File: config.mk
export PLATFORM = sky130hd
export DESIGN_NAME = game_status_controller
export DESIGN_NICKNAME = d
export VERILOG_FILES = /design/src/rtl/game_status_controller.sv
export SDC_FILE = /design/constraint.sdc
export NUM_CORES = 1
export LEC_CHECK = 0
export CORE_MARGIN = 8
export CORE_UTILIZATION = 56
export DETAILED_ROUTE_END_ITERATION = 10
export PLACE_DENSITY = 0.82
export SYNTH_ARGS = -nofsm -noshare
export SYNTH_HDL_FRONTEND = slang
export SYNTH_SLANG_ARGS = --single-unit
File: constraint.sdc
create_clock -name clk -period 5 [get_ports clk]
set_input_delay 1 -clock clk [delete_from_list [all_inputs] [get_ports clk]]
set_output_delay 1 -clock clk [all_outputs]
set_load 0.03 [all_outputs]
File: src/rtl/game_status_controller.sv
// Game status controller.
// Turn sequencer that sits between the move validator / win detector and the
// 8-bit game status register. It decides, once per clock, whether a status
// write is due and which code to write, and keeps the per-turn bookkeeping
// (player to move, turn countdown, legal-move count, result) for the display.
//
// Every output comes straight from a flop. The next-state logic computes the
// complete next value of every register, so an input sampled at one edge is
// visible on the outputs right after that edge. status_we is a one-cycle
// pulse, and status_next only moves in the cycle where that pulse is high.

module game_status_controller #(
    parameter int TURN_TIME = 10,   // turn length in tick pulses (1..15)
    parameter int ERR_HOLD  = 2,    // ticks the invalid-move status is held (1..15)
    parameter int MAX_MOVES = 42    // cell count; reaching it without a win is a draw (1..63)
) (
    input  logic       clk,
    input  logic       rst,
    input  logic       start,
    input  logic       move_valid,
    input  logic       move_invalid,
    input  logic       win_detect,
    input  logic       board_full,
    input  logic       tick,
    output logic       status_we,
    output logic [7:0] status_next,
    output logic       current_player,
    output logic [3:0] turn_timer,
    output logic [5:0] move_count,
    output logic       game_over,
    output logic [1:0] winner
);

    // Status codes written to the status register.
    localparam logic [7:0] CODE_PLAYING = 8'h00;
    localparam logic [7:0] CODE_INVALID = 8'h01;
    localparam logic [7:0] CODE_TIMEOUT = 8'h02;
    localparam logic [7:0] CODE_WIN_P0  = 8'h10;
    localparam logic [7:0] CODE_DRAW    = 8'h20;

    // Parameters narrowed to the widths of the registers they load or compare.
    localparam logic [3:0] TURN_TIME_C = 4'(TURN_TIME);
    localparam logic [3:0] ERR_HOLD_C  = 4'(ERR_HOLD);
    localparam logic [5:0] MAX_MOVES_C = 6'(MAX_MOVES);

    typedef enum logic [1:0] {
        IDLE  = 2'd0,
        TURN  = 2'd1,
        ERROR = 2'd2,
        OVER  = 2'd3
    } state_t;

    // Win code for the player that just moved: 0x10 for player 0, 0x11 for player 1.
    function automatic logic [7:0] win_code(input logic player);
        win_code = CODE_WIN_P0 | {7'd0, player};
    endfunction

    // Winner encoding for the player that just moved: 1 for player 0, 2 for player 1.
    function automatic logic [1:0] winner_code(input logic player);
        winner_code = {1'b0, player} + 2'd1;
    endfunction

    // Registered state.
    state_t     state_r;
    logic [3:0] err_cnt_r;
    logic       status_we_r;
    logic [7:0] status_next_r;
    logic       current_player_r;
    logic [3:0] turn_timer_r;
    logic [5:0] move_count_r;
    logic       game_over_r;
    logic [1:0] winner_r;

    // Next-state values.
    state_t     state_s;
    logic [3:0] err_cnt_s;
    logic       status_we_s;
    logic [7:0] status_next_s;
    logic       current_player_s;
    logic [3:0] turn_timer_s;
    logic [5:0] move_count_s;
    logic       game_over_s;
    logic [1:0] winner_s;
    logic [5:0] move_inc_s;

    // State and output registers; reset clears everything, including the error counter.
    always_ff @(posedge clk or posedge rst) begin
        if (rst) begin
            state_r          <= IDLE;
            err_cnt_r        <= 4'd0;
            status_we_r      <= 1'b0;
            status_next_r    <= CODE_PLAYING;
            current_player_r <= 1'b0;
            turn_timer_r     <= 4'd0;
            move_count_r     <= 6'd0;
            game_over_r      <= 1'b0;
            winner_r         <= 2'd0;
        end else begin
            state_r          <= state_s;
            err_cnt_r        <= err_cnt_s;
            status_we_r      <= status_we_s;
            status_next_r    <= status_next_s;
            current_player_r <= current_player_s;
            turn_timer_r     <= turn_timer_s;
            move_count_r     <= move_count_s;
            game_over_r      <= game_over_s;
            winner_r         <= winner_s;
        end
    end

    // Next-state and next-output logic: everything holds unless an event below changes it.
    always_comb begin
        state_s          = state_r;
        err_cnt_s        = err_cnt_r;
        status_we_s      = 1'b0;
        status_next_s    = status_next_r;
        current_player_s = current_player_r;
        turn_timer_s     = turn_timer_r;
        move_count_s     = move_count_r;
        game_over_s      = game_over_r;
        winner_s         = winner_r;
        move_inc_s       = move_count_r + 6'd1;

        case (state_r)
            // A finished game behaves like an idle one: only start matters.
            IDLE, OVER: begin
                if (start) begin
                    state_s          = TURN;
                    err_cnt_s        = 4'd0;
                    status_we_s      = 1'b1;
                    status_next_s    = CODE_PLAYING;
                    current_player_s = 1'b0;
                    turn_timer_s     = TURN_TIME_C;
                    move_count_s     = 6'd0;
                    game_over_s      = 1'b0;
                    winner_s         = 2'd0;
                end else begin
                    state_s = state_r;
                end
            end

            // Priority within a cycle: legal move, then illegal move, then tick.
            TURN: begin
                if (move_valid) begin
                    move_count_s = move_inc_s;
                    status_we_s  = 1'b1;
                    if (win_detect) begin
                        // The mover keeps the turn so current_player names the winner.
                        status_next_s = win_code(current_player_r);
                        winner_s      = winner_code(current_player_r);
                        game_over_s   = 1'b1;
                        state_s       = OVER;
                    end else if (board_full || (move_inc_s == MAX_MOVES_C)) begin
                        // Entering OVER here is what keeps move_count from passing MAX_MOVES.
                        status_next_s = CODE_DRAW;
                        winner_s      = 2'd3;
                        game_over_s   = 1'b1;
                        state_s       = OVER;
                    end else begin
                        status_next_s    = CODE_PLAYING;
                        current_player_s = ~current_player_r;
                        turn_timer_s     = TURN_TIME_C;
                    end
                end else if (move_invalid) begin
                    status_we_s   = 1'b1;
                    status_next_s = CODE_INVALID;
                    err_cnt_s     = ERR_HOLD_C;
                    state_s       = ERROR;
                end else if (tick) begin
                    if (turn_timer_r == 4'd1) begin
                        // Turn expired: hand over the move and restart the countdown.
                        status_we_s      = 1'b1;
                        status_next_s    = CODE_TIMEOUT;
                        current_player_s = ~current_player_r;
                        turn_timer_s     = TURN_TIME_C;
                    end else if (turn_timer_r > 4'd1) begin
                        turn_timer_s = turn_timer_r - 4'd1;
                    end else begin
                        // A zero timer is never decremented, so it cannot wrap.
                        turn_timer_s = turn_timer_r;
                    end
                end else begin
                    state_s = TURN;
                end
            end

            // Invalid-move status is held for a number of ticks; the turn timer is frozen.
            ERROR: begin
                if (tick) begin
                    if (err_cnt_r <= 4'd1) begin
                        err_cnt_s     = 4'd0;
                        status_we_s   = 1'b1;
                        status_next_s = CODE_PLAYING;
                        turn_timer_s  = TURN_TIME_C;
                        state_s       = TURN;
                    end else begin
                        err_cnt_s = err_cnt_r - 4'd1;
                    end
                end else begin
                    state_s = ERROR;
                end
            end

            default: begin
                state_s = IDLE;
            end
        endcase
    end

    assign status_we      = status_we_r;
    assign status_next    = status_next_r;
    assign current_player = current_player_r;
    assign turn_timer     = turn_timer_r;
    assign move_count     = move_count_r;
    assign game_over      = game_over_r;
    assign winner         = winner_r;

endmodule

# After elaboration in Yosys (flattened, before gate mapping)
# Cells that the tools add are included.
classes:
  mux: 63
  bitwise: 1
  reduce_logical: 11
  magnitude_cmp: 2
  n_eq_ne: 23
  n_addsub: 4
op_table:
  columns: ["operator", "count"]
  rows:
  - ["4-bit 2-to-1 mux", 15]
  - ["8-bit 2-to-1 mux", 7]
  - ["6-bit 2-to-1 mux", 4]
  - ["4-bit one-hot mux with 3 select lines", 2]
  - ["8-bit one-hot mux with 3 select lines", 1]
  - ["2-bit 2-to-1 mux", 11]
  - ["3-bit inequality test, second input constant", 7]
  - ["4-bit inequality test, second input constant", 5]
  - ["1-bit 2-to-1 mux", 17]
  - ["2-bit inequality test, second input constant", 6]
  - ["6-bit one-hot mux with 2 select lines", 1]
  - ["4-bit AND reduction", 3]
  - ["8-bit AND reduction", 1]
  - ["4-bit by 1-bit subtractor with 4-bit output, second input constant", 2]
  - ["7-bit AND reduction", 1]
  - ["6-bit by 1-bit adder with 6-bit output, second input constant", 1]
  - ["6-bit == test, second input constant", 1]
  - ["2-bit one-hot mux with 3 select lines", 1]
  - ["5-bit AND reduction", 1]
  - ["2-bit == test, second input constant", 2]
  - ["4-bit by 1-bit == test with 1-bit output, second input constant", 1]
  - ["4-bit by 1-bit > comparator with 1-bit output, second input constant", 1]
  - ["4-bit by 1-bit less-or-equal comparator with 1-bit output, second input constant", 1]
  - ["1-bit one-hot mux with 2 select lines", 2]
  - ["other kinds (10)", 10]
word_totals:
  regBits: 29
  word_cells: 113
  input_bits: 8
  out_inout_bits: 23

# Longest topological paths before layout
# Gate-level depths: netlist (run 1).
logic_depth:
  word_depth: 7
  mapped_depth: 9
  ltp_nobuf: 8

# Worst setup path before layout (run 1)
# No wires, ideal clock.
synth_timing:
  path_kind: "input to register"
  startpoint: "in move_valid"
  endpoint: "reg turn_timer_r[0] (netlist: turn_timer[0])"
  path_buffers: 1
  cell_stages: 7
  t_required_ns: 4.896
  arrival_time_ns: 2.173
  path_slack_ns: 2.724
  setup_time_ns: 0.104
  path_cell_list: "buf_2 > nand2b_1 > nor4b_2 > nor4_4 > inv_2 > or3_1 > o311ai_1"
synth_between:
  elab_chain_len: 2
  elab_cells_between_ends: 8
  classes_between: "5 x eq/ne; 2 x mux; 1 x reduce/logical"
synth_lines:
  columns: ["item", "line_no", "rtl"]
  rows:
  - ["from (decl)", "20", "input logic move_valid,"]
  - ["4-bit inequality test (no source line), or another cell as far along", null, null]
  - ["8-bit AND reduction (no source line) or 4-bit one-hot mux with 3 select lines (tied branches)", null, null]
  - ["to (signal assigned)", "104", "turn_timer_r <= turn_timer_s;"]
  - ["to (decl)", "69", "logic [3:0] turn_timer_r;"]
# Parallel ways exist; a longest one is shown, timed or not.
# A chain may end at the register's enable or synchronous reset.

# Final worst setup path (run 1)
# Same ends and word-level chain as after synthesis.

==> summary.txt, run 1 <==
Die
  • Row count: 19
  • Die H: about 70 µm
  • Total Die Area: 4910 µm²
  • Die W: 70.1 µm
  • Initial Util: 59.4%
  • I/O pins: 31
  • Core area: 2760 µm²

Final layout
  • Layout cells sized above 1: 5.19%
  • Area grow syn2layout: 17.1%
  • Non-Filler Instances: 243
  • Number of diodes: 0
  • Post-route cell area: 1920 µm²
  • # fillers: 244
  • NumNets Final: 230

Clock tree
  • CTS max path bufs: 2
  • Clock sinks: 25
  • Clock latency on the worst-skew pair: 0.32 ns
  • Post-CTS Setup Bufs: 0
  • Hold_buf cts: 0
  • Clock Tree Root: clkbuf_4
  • Clock H-tree levels: 1
  • Reg clk slew, reported paths: 0.13 ns
  • PostCTS Resize Cnt: 0
  • CTS Buf Count: 3
  • TritonCTS clock tree: built

Critical path
  • Worst R2R Start: state_r[1]$_DFFE_PP0P_
  • CP max-delay cell: clkdlybuf4s50_1
  • Worst-path cell chain: clkdlybuf4s50_1 -> nand2b_1 -> nor4b_2 -> nor4_4 -> inv_2 -> or3_1 -> o311ai_1
  • Worst Setup End Kind: register
  • Critical Path AT: 3.09 ns
  • R2R Setup Slk: 2.54 ns
  • Critical path type: in -> reg
  • CP startpoint kind: input port
  • Top Family by Delay on Critical Path: simple AND/OR/NAND/NOR gates
  • CP max stage delay: 0.82 ns
  • WP buf/inv: 2
  • Worst-path maximum fanout: 18
  • R2r worst-path depth: 7
  • R2r endpoint: status_next[0]$_DFFE_PP0P_
  • Critical Path RT: 5.23 ns

Pwr
  • Leak: 0.872 nW
  • P per Cell Area: 546 nW/µm²
  • Worst vdd ir: 0.388 mV

Global route
  • Initial antenna violation count: 0
  • Gr ovfl total: 0
  • Largest net degree at the start of global routing: 26
  • GRT Overall Usage: about 16%
  • First-pass GRT wire length: 6700 µm
  • Vias in the first global route: 1462

Placed design
  • Dpl cells: 239
  • # port buffers: 26
  • Area of placed instances: 1890 µm²
  • Worst slack at placement: between 1.5 and 2 ns
  • Gpl congestion: 0.934
  • Dpl hpwl: 2930 µm

Worst hold path
  • Hold Path Sink: status_next[0]$_DFFE_PP0P_
  • Worst hold start: status_next[0]$_DFFE_PP0P_
  • Worst hold path type: reg -> reg
  • Hold path cells: 1

Flow run
  • MaxCap Viol Count: 0

STA
  • Final hold slack: 0.495 ns
  • Tightest Pin Transition: 0.966 ns
  • Slew HR: 35.6%
  • Crit path time final: 2.86 ns
  • # setup viols final: 0
  • Fmax: between 300 and 400 MHz
  • Clk_skew: 0.00191 ns
  • Max Slew Vio Count: 0
  • Final hold viol count: 0
  • RSZ-0062 raised after global routing: false
  • Setup Total Neg Slack: 0 ns
  • Final worst slack: 2.14 ns
  • Final Cycle Share: between 50% and 60%

Synthesis
  • Register bit total from synthesis: 25
  • Synth top area cells: dfrtp_1, ha_1, nand2_1
  • Syn_area_per_cell: 8.67 µm²
  • Total number of yosys warnings: 0
  • Post-synth ARST share: 100%
  • Post-synth top area cell: dfrtp_1
  • Post-Synthesis Cells: 189
  • Top-area cell type share of the netlist area: about two fifths
  • Synth unique cells: 47
  • Sequential share of the synthesized area: about two fifths
  • Mapped Area: 1640 µm²
  • Synth Flop Type: dfrtp_1
  • EDFF count, synth: 0

Route
  • Detail-routed via count per cell: 5.98
  • Iteration-0 DRC Markers: 109
  • Detailed-route via count: approximately 1500
  • WL/cell: 15.7 µm
  • Remaining DRCs: 0
  • WL final: roughly 3800 µm
  • Detailed Routing Iterations Pass 1: 4
  • Final ANT Viol Nets: 0

Status
  • Status: completed
worst register-to-register path: stages (launching register included):
cell	delay [ns]
dfrtp_1	0.43
inv_1	0.09
ha_1	0.51
inv_1	0.22
or3_1	0.46
o21ai_1	0.39
a211oi_1	0.10
a21o_1	0.18
power breakdown:
| group | leakage (nW) | internal [W] | total, W | switching [W] |
|---|---|---|---|---|
| clock | 0.0150 | 0.0000313 | 0.0000923 | 0.0000610 |
| sequential | 0.323 | 0.000261 | 0.000313 | 0.0000512 |
| combinational | 0.535 | 0.000244 | 0.000642 | 0.000398 |
| total | 0.872 | 0.000537 | 0.00105 | 0.000510 |
sequential cells by signal, indices dropped and copies added (netlist names):
| signal | flops |
|---|---|
| move_count | 6 |
| current_player | 1 |
| status_we | 1 |
| state_r | 2 |
| status_next | 4 |
| winner | 2 |
| game_over | 1 |
| turn_timer | 4 |
| err_cnt_r | 4 |
cell usage after synthesis, drive strengths merged, types with 2 or more instances:
cell type,number
nand4,3
a2bb2oi,2
o31ai,2
a31oi,2
nand3,2
nor4,2
buf,7
nor2,12
a31o,2
inv,19
o21ai,18
mux2i,2
nor3,9
nand2b,8
dfrtp,25
a22o,4
a21o,3
clkbuf,3
nand2,18
ha,9
a211oi,3
or3,3
a21oi,13
nor4b,2
through the flow:
step           utilization [%]  power (W)
4_1_cts                   69.6    0.00105
3_5_place_dp              68.6   0.000959
6_report                  69.6    0.00105
3_3_place_gp              68.6   0.000936
5_1_grt                   69.6    0.00113
2_1_floorplan                -   0.000771
cell families (layout without fill, tap and decap cells):
kind of cell / after synthesis / after routing / share of synthesized area (%)
flip-flops: 25 / 25 / 38.2
AO/OA/AOI/OAI: 59 / 59 / 24.3
multiplexers: 2 / 2 / 1.22
buffers and inverters: 29 / 49 / 7.79
other: 1 / 4 / 0.229
AND/OR/NAND/NOR: 63 / 63 / 20.4
adder cells (fa/ha/maj): 9 / 9 / 6.88
XOR/XNOR: 1 / 1 / 0.993
routing by layer:
metal	GRT usage (%)	part of all wire, %	up-vias
met2	27.6	51	29
met1	19.1	44	709
met5	0	0	-
li1	-	-	711
met4	6.47	1.0	0
met3	2.68	3.9	5
worst max-delay path by stage:
stage | end | from | slack (ns) | cells past startpoint
2_1_floorplan | turn_timer[0]$_DFFE_PP0P_ | move_valid | 2.72 | 7
3_3_place_gp | turn_timer[0]$_DFFE_PP0P_ | move_valid | 1.95 | 7
3_5_place_dp | turn_timer[0]$_DFFE_PP0P_ | move_valid | 1.82 | 7
4_1_cts | turn_timer[0]$_DFFE_PP0P_ | move_valid | 2.19 | 7
5_1_grt | turn_timer[0]$_DFFE_PP0P_ | move_valid | 2.00 | 7
6_report | turn_timer[0]$_DFFE_PP0P_ | move_valid | 2.14 | 7
layout by cell type, fill, tap and decap left out, types with 8 or more instances in the layout:
| cell type | n |
|---|---|
| clkdlybuf4s50_1 | 26 |
| dfrtp_1 | 25 |
| nand2_1 | 18 |
| inv_1 | 17 |
| a21oi_1 | 13 |
| nor2_1 | 11 |
| o21ai_1 | 9 |
| o21ai_0 | 9 |
| nor3_1 | 9 |
| ha_1 | 9 |
| nand2b_1 | 8 |
layout make-up:
class	instances	area (µm²)	area share, %
Clock buffer	4	26.3	1.37
Inverter	19	71.3	3.72
Multi-Input combinational cell	138	896	46.7
Sequential cell	25	626	32.6
Tap cell	31	38.8	2.02
Timing Repair Buffer	26	260	13.6
No activity file was read; power rests on OpenSTA's default activity.
==> run 2: changes to the inputs <==
- CORE_UTILIZATION: 56 -> 52
- PLACE_DENSITY: 0.82 -> 0.77
- clock period: 5 -> 2.86 ns (I/O delays scaled with it)
==> run 2 against run 1 <==
Compared with the run above: register-to-register slack got worse by 1.9 ns; critical path type is now reg -> reg; via count down 0.14%; wire length increased by 1.7%; non-clock buffer count up 3; sequential share of layout area fell by 0.67 points; setup slack got worse by 1.5 ns.
==> summary.txt, run 2 (synthesized netlist as in run 1, its figures left out) <==
Pwr
  • P per Cell Area: 945 nW/µm² (+73%)
  • Final Power: 0.00185 W (+77%)
  • Clock Power Share: 8.7% (about the same)
  • Leak: 0.890 nW (+2.0%)
  • Logic gate share of total power: 61.8% (+0.5 points)
  • Sequential power share: 29.5% (-0.4 points)
  • Sw power: 0.000904 W (+77%)
  • Sw Ratio: 48.9% (+0.14 points)
  • Int Pwr: 0.000946 W (+76%)
  • Worst vdd ir: 0.587 mV (+51%)

Final layout
  • Number of diodes: 0 (unchanged)
  • Max reg flops: 6 (unchanged)
  • Layout cells sized above 1: 6.98% (+1.8 points)
  • Area grow syn2layout: 19.6%
  • Most common cell after layout, fill and taps aside: clkdlybuf4s50_1
  • Post-route cell area: 1960 µm² (+2.1%)
  • Most frequent cells in the layout: clkdlybuf4s50_1, dfrtp_1, nand2_1
  • NumNets Final: 233 (+1.3%)

Clock tree
  • Post-CTS Setup Bufs: 0 (unchanged)
  • Clock H-tree levels: 1 (unchanged)
  • Reg clk slew, reported paths: 0.14 ns (about the same)
  • TritonCTS clock tree: built
  • Hold_buf cts: 0 (unchanged)
  • CTS max path bufs: 2 (unchanged)
  • Clock sinks: 25 (unchanged)
  • Clock latency on the worst-skew pair: 0.32 ns (about the same)
  • PostCTS Resize Cnt: 0 (unchanged)
  • Clock Tree Root: clkbuf_4
  • CTS Buf Count: 3 (unchanged)

Route
  • Detailed-route via count: 1452 (-0.14%)
  • M1 wire length: 1730 µm (+3.7%)
  • WL final: 3880 µm (+1.7%)
  • DR WL met2: 1920 µm (-1.9%)
  • Detail-routed via count per cell: 5.61 (-6.3%)
  • Iteration-0 DRC Markers: 85 (-22%)
  • Detailed Routing Iterations Pass 1: 4 (unchanged)
  • Top Layer Used: met4
  • WL/cell: 15.0 µm (-4.6%)
  • Met3 WL: 196 µm (+31%)
  • Remaining DRCs: 0 (unchanged)
  • Final ANT Viol Nets: 0 (unchanged)

STA
  • Fmax: 450 MHz
  • Setup Total Neg Slack: 0 ns (unchanged)
  • Crit path time final: 2.22 ns
  • Final hold viol count: 0 (unchanged)
  • Max Slew Vio Count: 0 (unchanged)
  • Final Cycle Share: 77.8%
  • Slew HR: 48.8% (+13 points)
  • # setup viols final: 0 (unchanged)
  • Clk_skew: 0.00756 ns (+0.00565 ns)
  • RSZ-0062 raised after global routing: false
  • Tightest Pin Transition: 0.760 ns (-0.206 ns)

Critical path
  • Worst Setup End Kind: register
  • CP startpoint kind: register
  • Critical path type: reg -> reg
  • Critical Path AT: 2.46 ns (-0.63 ns)
  • Worst-path maximum fanout: 10 (-8)
  • Critical Path RT: 3.09 ns (-2.14 ns)

Worst hold path
  • Worst hold path type: reg -> reg

Global route
  • GRT Overall Usage: 15.8% (-0.25 points)
  • Vias in the first global route: 1463 (+0.068%)
  • First-pass GRT wire length: 6710 µm (+0.10%)
  • Largest net degree at the start of global routing: 26 (unchanged)
  • Initial antenna violation count: 0 (unchanged)
  • Gr ovfl total: 0 (unchanged)

Die
  • I/O pins: 31 (unchanged)
  • Die W: 72.1 µm (+2.9%)
  • Row count: 20 (+1)
  • Core area: 3030 µm² (+9.8%)
  • Initial Util: 54.1% (-5.3 points)
  • Die H: 72.1 µm (+2.9%)
  • Total Die Area: 5200 µm² (+5.9%)

Placed design
  • Dpl hpwl: 3000 µm (+2.4%)
  • Gpl congestion: 0.981 (+5.1%)
  • Area of placed instances: 1930 µm² (+2.1%)
  • # port buffers: 26 (unchanged)

Flow run
  • MaxCap Viol Count: 0 (unchanged)

Status
  • Status: completed
-- run 2: per-stage QoR --
stage          std cells  setup slack (ns)  hold WS [ns]  utilization (%)
5_1_grt              259             0.483         0.549             64.7
3_5_place_dp         255             0.335         0.472             63.8
4_1_cts              259             0.648         0.504             64.7
6_report             259             0.636         0.497             64.7
3_3_place_gp         255             0.445         0.461             63.8
2_1_floorplan        192             0.917         0.472                -
-- run 2: worst max-delay path, stage by stage (launching register included) --
cell and delay, ns:
dfrtp_1 0.40, inv_1 0.07, ha_1 0.42, nand2b_1 0.17, o21ai_1 0.15, nor4_4 0.40, inv_2 0.10, or3_1 0.33
o311ai_1 0.09
-- run 2: cell type report --
type,count,area (µm²)
timing repair buffer,29,283
multi-input combinational,138,896
clock inverter,1,5.00
inverter,19,71.3
clock buffer,3,22.5
fill,255,1070
sequential,25,626
tap,44,55.1
-- run 2: path summary, 6_finish.rpt --
kind / from / end / slack [ns] / depth (start not counted)
max: state_r[0]$_DFFE_PP0P_ / turn_timer[0]$_DFFE_PP0P_ / 0.64 / 8
min: status_next[5]$_DFFE_PP0P_ / status_next[5]$_DFFE_PP0P_ / 0.50 / 2
max reg2reg: state_r[0]$_DFFE_PP0P_ / turn_timer[0]$_DFFE_PP0P_ / 0.64 / 8
min reg2reg: status_next[5]$_DFFE_PP0P_ / status_next[5]$_DFFE_PP0P_ / 0.50 / 2
max in group asynchronous: rst / move_count[0]$_DFFE_PP0P_ / 2.02 / 3
min in group asynchronous: rst / game_over$_DFFE_PP0P_ / 0.60 / 3
-- run 2: layer usage --
metal | GRT usage (%) | vias to the layer above
met5 | 0 | -
met4 | 7.26 | 0
met3 | 3.03 | 4
met2 | 26.4 | 39
met1 | 18.9 | 693
li1 | - | 716
-- run 2: power groups by stage --
stage / sequential [W] / clock [W] / combinational, W
2_1_floorplan: 0.000681 / 0 / 0.000666
3_3_place_gp: 0.000547 / 0 / 0.00111
3_5_place_dp: 0.000553 / 0 / 0.00114
5_1_grt: 0.000560 / 0.000180 / 0.00125
6_report: 0.000546 / 0.000160 / 0.00114
4_1_cts: 0.000547 / 0.000168 / 0.00114
